<file path="src/rtl/jzjpcc_rd_write_pkg.sv">
// Shared types for the register-file write-port arbiter between writeback and the MDU.
package jzjpcc_rd_write_pkg;

  typedef struct packed {
    logic [4:0]  addr;
    logic [31:0] data;
  } rd_write_t;

  localparam logic [4:0] X0_ADDR = 5'd0;

  typedef enum logic {
    RUN   = 1'b0,
    DRAIN = 1'b1
  } stall_state_e;

endpackage

</file>
<file path="src/rtl/jzjpcc_rd_write_fifo.sv">
// Synchronous FIFO of pending MDU register writes; exposes per-entry valid/addr for hazard masking.
module jzjpcc_rd_write_fifo
  import jzjpcc_rd_write_pkg::*;
#(
  parameter int DEPTH = 2
) (
  input  logic                      clock,
  input  logic                      reset,
  input  logic                      push_i,
  input  logic                      pop_i,
  input  rd_write_t                 wdata_i,
  output rd_write_t                 head_o,
  output logic [$clog2(DEPTH):0]    count_o,
  output logic [DEPTH-1:0]          entry_vld_o,
  output logic [DEPTH-1:0][4:0]     entry_addr_o
);

  localparam int PW = $clog2(DEPTH);

  logic [PW-1:0] wr_ptr_q, wr_ptr_d;
  logic [PW-1:0] rd_ptr_q, rd_ptr_d;
  logic [PW:0]   count_q, count_d;
  logic [PW-1:0] off;
  rd_write_t     mem_q [DEPTH];

  // Power-of-two depth lets the pointers wrap by plain overflow.
  always_comb begin
    wr_ptr_d = wr_ptr_q + PW'(push_i);
    rd_ptr_d = rd_ptr_q + PW'(pop_i);
    count_d  = count_q + (PW+1)'(push_i) - (PW+1)'(pop_i);
  end

  always_ff @(posedge clock) begin
    if (!reset) begin
      wr_ptr_q <= '0;
      rd_ptr_q <= '0;
      count_q  <= '0;
    end else begin
      wr_ptr_q <= wr_ptr_d;
      rd_ptr_q <= rd_ptr_d;
      count_q  <= count_d;
    end
  end

  always_ff @(posedge clock) begin
    if (push_i) mem_q[wr_ptr_q] <= wdata_i;
  end

  assign head_o  = mem_q[rd_ptr_q];
  assign count_o = count_q;

  // An entry is live when its distance from the read pointer is below the occupancy.
  always_comb begin
    off = '0;
    for (int i = 0; i < DEPTH; i++) begin
      off             = PW'(i) - rd_ptr_q;
      entry_vld_o[i]  = ({1'b0, off} < count_q);
      entry_addr_o[i] = mem_q[i].addr;
    end
  end

endmodule

</file>
<file path="src/rtl/jzjpcc_rd_write_arbiter.sv">
// Register-file write-port arbiter: writeback has priority, MDU results queue and drain into idle
// cycles, and a starvation counter forces a one-cycle pipeline stall to drain the queue head.
module jzjpcc_rd_write_arbiter
  import jzjpcc_rd_write_pkg::*;
#(
  parameter int FIFO_DEPTH   = 2,
  parameter int STARVE_LIMIT = 8
) (
  input  logic                            clock,
  input  logic                            reset,
  input  logic [4:0]                      wb_rdAddr,
  input  logic [31:0]                     wb_rd,
  input  logic                            wb_rdWriteEnable,
  input  logic                            mdu_valid,
  output logic                            mdu_ready,
  input  logic [4:0]                      mdu_rdAddr,
  input  logic [31:0]                     mdu_rd,
  output logic [4:0]                      rf_rdAddr,
  output logic [31:0]                     rf_rd,
  output logic                            rf_rdWriteEnable,
  output logic                            pipelineStall,
  output logic [31:0]                     pendingMask,
  output logic [$clog2(FIFO_DEPTH):0]     fifoCount
);

  localparam int CW = $clog2(FIFO_DEPTH) + 1;
  localparam int SW = $clog2(STARVE_LIMIT + 1);

  stall_state_e                state_q, state_d;
  logic [SW-1:0]               starve_q, starve_d;
  logic                        wb_write;
  logic                        fifo_empty;
  logic                        push;
  logic                        pop;
  rd_write_t                   mdu_entry;
  rd_write_t                   head;
  logic [FIFO_DEPTH-1:0]       entry_vld;
  logic [FIFO_DEPTH-1:0][4:0]  entry_addr;

  assign mdu_entry     = '{addr: mdu_rdAddr, data: mdu_rd};
  assign fifo_empty    = (fifoCount == '0);
  // Readiness comes from registered occupancy only, so a same-cycle pop never frees a slot.
  assign mdu_ready     = (fifoCount < CW'(FIFO_DEPTH));
  assign push          = mdu_valid && mdu_ready && (mdu_rdAddr != X0_ADDR);
  assign pipelineStall = (state_q == DRAIN);
  assign wb_write      = wb_rdWriteEnable && (wb_rdAddr != X0_ADDR) && !pipelineStall;

  jzjpcc_rd_write_fifo #(
    .DEPTH (FIFO_DEPTH)
  ) u_fifo (
    .clock        (clock),
    .reset        (reset),
    .push_i       (push),
    .pop_i        (pop),
    .wdata_i      (mdu_entry),
    .head_o       (head),
    .count_o      (fifoCount),
    .entry_vld_o  (entry_vld),
    .entry_addr_o (entry_addr)
  );

  always_comb begin
    rf_rdWriteEnable = 1'b0;
    rf_rdAddr        = wb_rdAddr;
    rf_rd            = wb_rd;
    pop              = 1'b0;
    if (wb_write) begin
      rf_rdWriteEnable = 1'b1;
    end else if (!fifo_empty) begin
      rf_rdWriteEnable = 1'b1;
      rf_rdAddr        = head.addr;
      rf_rd            = head.data;
      pop              = 1'b1;
    end
  end

  // DRAIN is entered on the edge the counter saturates, so the stall lands on the next cycle.
  always_comb begin
    starve_d = starve_q;
    state_d  = state_q;
    if (fifo_empty || pop) begin
      starve_d = '0;
    end else if (starve_q < SW'(STARVE_LIMIT)) begin
      starve_d = starve_q + 1'b1;
    end
    case (state_q)
      RUN:     if (starve_d == SW'(STARVE_LIMIT)) state_d = DRAIN;
      DRAIN:   state_d = RUN;
      default: state_d = RUN;
    endcase
  end

  always_ff @(posedge clock) begin
    if (!reset) begin
      state_q  <= RUN;
      starve_q <= '0;
    end else begin
      state_q  <= state_d;
      starve_q <= starve_d;
    end
  end

  always_comb begin
    pendingMask = '0;
    for (int i = 0; i < FIFO_DEPTH; i++) begin
      if (entry_vld[i]) pendingMask[entry_addr[i]] = 1'b1;
    end
    pendingMask[0] = 1'b0;
  end

endmodule

</file>
<file path="config.mk">
export PLATFORM = sky130hd
export DESIGN_NAME = jzjpcc_rd_write_arbiter
export DESIGN_NICKNAME = d
export VERILOG_FILES = /design/src/rtl/jzjpcc_rd_write_pkg.sv /design/src/rtl/jzjpcc_rd_write_fifo.sv /design/src/rtl/jzjpcc_rd_write_arbiter.sv
export SDC_FILE = /design/constraint.sdc
export NUM_CORES = 1
export LEC_CHECK = 0
export ABC_AREA = 1
export ABC_CLOCK_PERIOD_IN_PS = 2400
export CORE_MARGIN = 2
export CORE_UTILIZATION = 45
export DETAILED_ROUTE_END_ITERATION = 6
export HOLD_SLACK_MARGIN = 0.08
export MAX_ROUTING_LAYER = met4
export PLACE_DENSITY = 0.78
export SLEW_MARGIN = 5
export SYNTH_ARGS = -nofsm -noshare
export SYNTH_HDL_FRONTEND = slang
export SYNTH_SLANG_ARGS = --single-unit
</file>
<file path="constraint.sdc">
create_clock -name clock -period 2.4 [get_ports clock]
set_clock_uncertainty 0.2 [all_clocks]
set_input_delay 0.48 -clock clock [delete_from_list [all_inputs] [get_ports clock]]
set_output_delay 0.48 -clock clock [all_outputs]
set_load 0.05 [all_outputs]
</file>
==> impl_metrics.ini <==
[run_status]
status = complete, but fails checks
violations = setup timing

[routing]
routed-wl-met3_um = 1200
routed_wl_um = 16700
first_pass_iters = 6
drc = 0
drt_iter0_markers = 253
routed_via_density = 5.98
wl_met1_um = 5960
wire_per_inst_um = 24.8
ant_nets = 0
highest_layer = met4
dr_wl_met2_um = 8830
vias = 4023

[timing]
tightest_slew_ns = 0.499
finalHoldWorstSlack_ns = 0.406
max_freq_ghz = 0.411
rsz0062_at_grt = yes
hold_violations = 0
maxSlewViolCount = 0
fin_crit_sh_pct = 101
setup_viol = 16
timing.final.crit_period_ns = 2.43
max-slew-margin-rel_pct = 66.6
setup_ws_ns = -0.0344

[worst_hold_path]
hold_depth = 2
min-delay-path-class = reg2reg

[place]
pre_cts_ws_ns = -0.293
gp_congestion = 0.865
dp_hpwl_um = 8760
portBuffers = 150
dpl.cell_count = 634

[cts]
cts_tree = done
clkTransAtPathRegs_ns = 0.09
cts_buffers = 9
cts_max_level = 3
ctsLongestPathBuffers = 2
clock_latency_ns = 0.36
clock-root-buffer = clkbuf_8
cts_sinks = 84

[global_route]
antenna_found_initial = 0
grt_pass1_wl_um = 22300
first_global_vias = 4019
grt_overflow = 0
grt_max_degree = 33
grt_use_total_pct = 31.0

[critical_path]
critical_path_class = reg2out
worstPathRequired_ns = 1.72
max_stage_delay_ns = 0.51
critical-path-top-delay-family = flip-flops
worstRegToRegCells = 12
path_max_fanout = 5
end_kind = output port
arrival_ns = 1.75
cp.depth = 5
path_buf_inv = 2
start_kind = register
slowest_stage = edfxtp_1
crit_chain = buf_4, nor3_2, nand2_1, o21ai_2, buf_12

[logic_synthesis]
ys_ff_latch = 84
syn-instance-count = 377
ys_warn_count = 0
syn_avg_cell_area_sq_um = 10.8
yosysTopAreaCellShare_pct = 54.7
netlist_area_sq_mm = 0.00406
ys_seq_area_share_pct = 59.6
synth_area_leader_cell = edfxtp_1
yosysUniqueCellTypes = 26
synth_nets = 460
synthTopCellsByArea = edfxtp_1, nand2_1, mux2i_1, o21ai_1, dfxtp_1

[floorplanning]
die_y_um = 99.0
core_sq_mm = 0.00872
initial_core_util_pct = 46.6
num_rows = 34
dieArea_sq_mm = 0.00980
die_x_um = 99.0
io_pins = 152

[final_layout]
layout_common_cells = buf_12, clkdlybuf4s50_1, edfxtp_1
final_common_cell = buf_12
fin_cells = 673
finalNetCount = 643
final_util_pct = 90.2
diodes = 0
fillers = 302
syn2layout_area_growth_pct = 93.7
layout-drive-gt1-share_pct = 48.3

[power]
leakagePower_nw = 2.91
p_per_area_mw_per_mm2 = 959
vdd_drop_max_uv = 698
finalPower_w = 0.00754

[flow_run]
max_cap_violations = 0
-- logic make-up after synthesis --
group,share of synthesized area (%)
XOR/XNOR,0.431
adder cells (fa/ha/maj),1.54
AND/OR/NAND/NOR,14.8
buffers and inverters,4.87
other,0.0923
flip-flops,59.6
AO/OA/AOI/OAI,10.7
multiplexers,7.88
-- worst min-delay path, stage by stage (launching register included) --
cell	delay, ns
dfxtp_2	0.36
inv_4	0.12
a21oi_1	0.09
-- synthesized netlist by cell type --
| library cell | n |
|---|---|
| buf_2 | 5 |
| xnor2_1 | 2 |
| mux2i_1 | 32 |
| buf_6 | 5 |
| o21ai_2 | 11 |
| nor3_2 | 4 |
| buf_4 | 1 |
| ha_1 | 5 |
| a21oi_2 | 1 |
| inv_1 | 21 |
| nand3_1 | 12 |
| inv_2 | 5 |
| nand2_1 | 87 |
| nand2_2 | 2 |
| a21oi_1 | 1 |
| nor2_1 | 12 |
| clkbuf_1 | 3 |
| nor2_2 | 1 |
| dfxtp_1 | 10 |
| nand3_2 | 5 |
| o21ai_1 | 55 |
| o21ai_0 | 10 |
| edfxtp_1 | 74 |
| nor3_1 | 10 |
| nand4_1 | 2 |
| conb_1 | 1 |
-- worst paths after layout --
path / from / endpoint / slack, ns
worst min register to register: u_fifo.count_o[1] / u_fifo.count_o[1] / 0.41
worst max register to register: pipelineStall / u_fifo.count_o[1] / 0.08
worst min-delay path: u_fifo.count_o[1] / u_fifo.count_o[1] / 0.41
worst max-delay path: u_fifo.mem_q[0][34] / pendingMask[11] / -0.03
-- per-stage QoR --
step	area [sq um]	setup TNS, ns
CTS	7580	-0.000527
detailed placement	6840	-8.35
finish	7870	-0.254
global placement	6840	-6.42
global route	7870	-2.15
floorplan	4440	-2.52
-- cell type report --
class	count	area (sq um)	area share, %
clock buffer	9	124	1.57
clock inverter	7	82.6	1.05
inverter	26	103	1.30
multi-input combinational	253	2260	28.7
sequential	84	2430	30.9
tap	108	135	1.72
timing repair buffer	186	2730	34.7
-- report_power, final --
group	total [W]	internal, W	switching [W]
clock network	0.00109	0.000500	0.000590
registers	0.00203	0.00185	0.000175
logic	0.00442	0.00195	0.00248
-- sequential cells by signal, indices dropped and copies added, names as in the netlist, named ones only --
name	count
pipelineStall	1
starve_q	4
u_fifo.count_o	2
u_fifo.mem_q	74
u_fifo.rd_ptr_q	1
u_fifo.wr_ptr_q	1
-- routing by layer --
layer / vias up / GRT usage, %
met4: 0 / 12.6
met2: 285 / 55.1
met5: - / -
met1: 1966 / 34.8
met3: 63 / 4.89
li1: 1709 / -
-- what timing repair did --
action | CTS | global route
hold buffers | 0 | 0
resized for setup | 78 | 50
endpoints found under the setup margin | 68 | 69
buffers inserted | 7 | 10
pin swaps | 9 | 13
gates cloned | 5 | 1
Power figures use the tool's default switching activity.
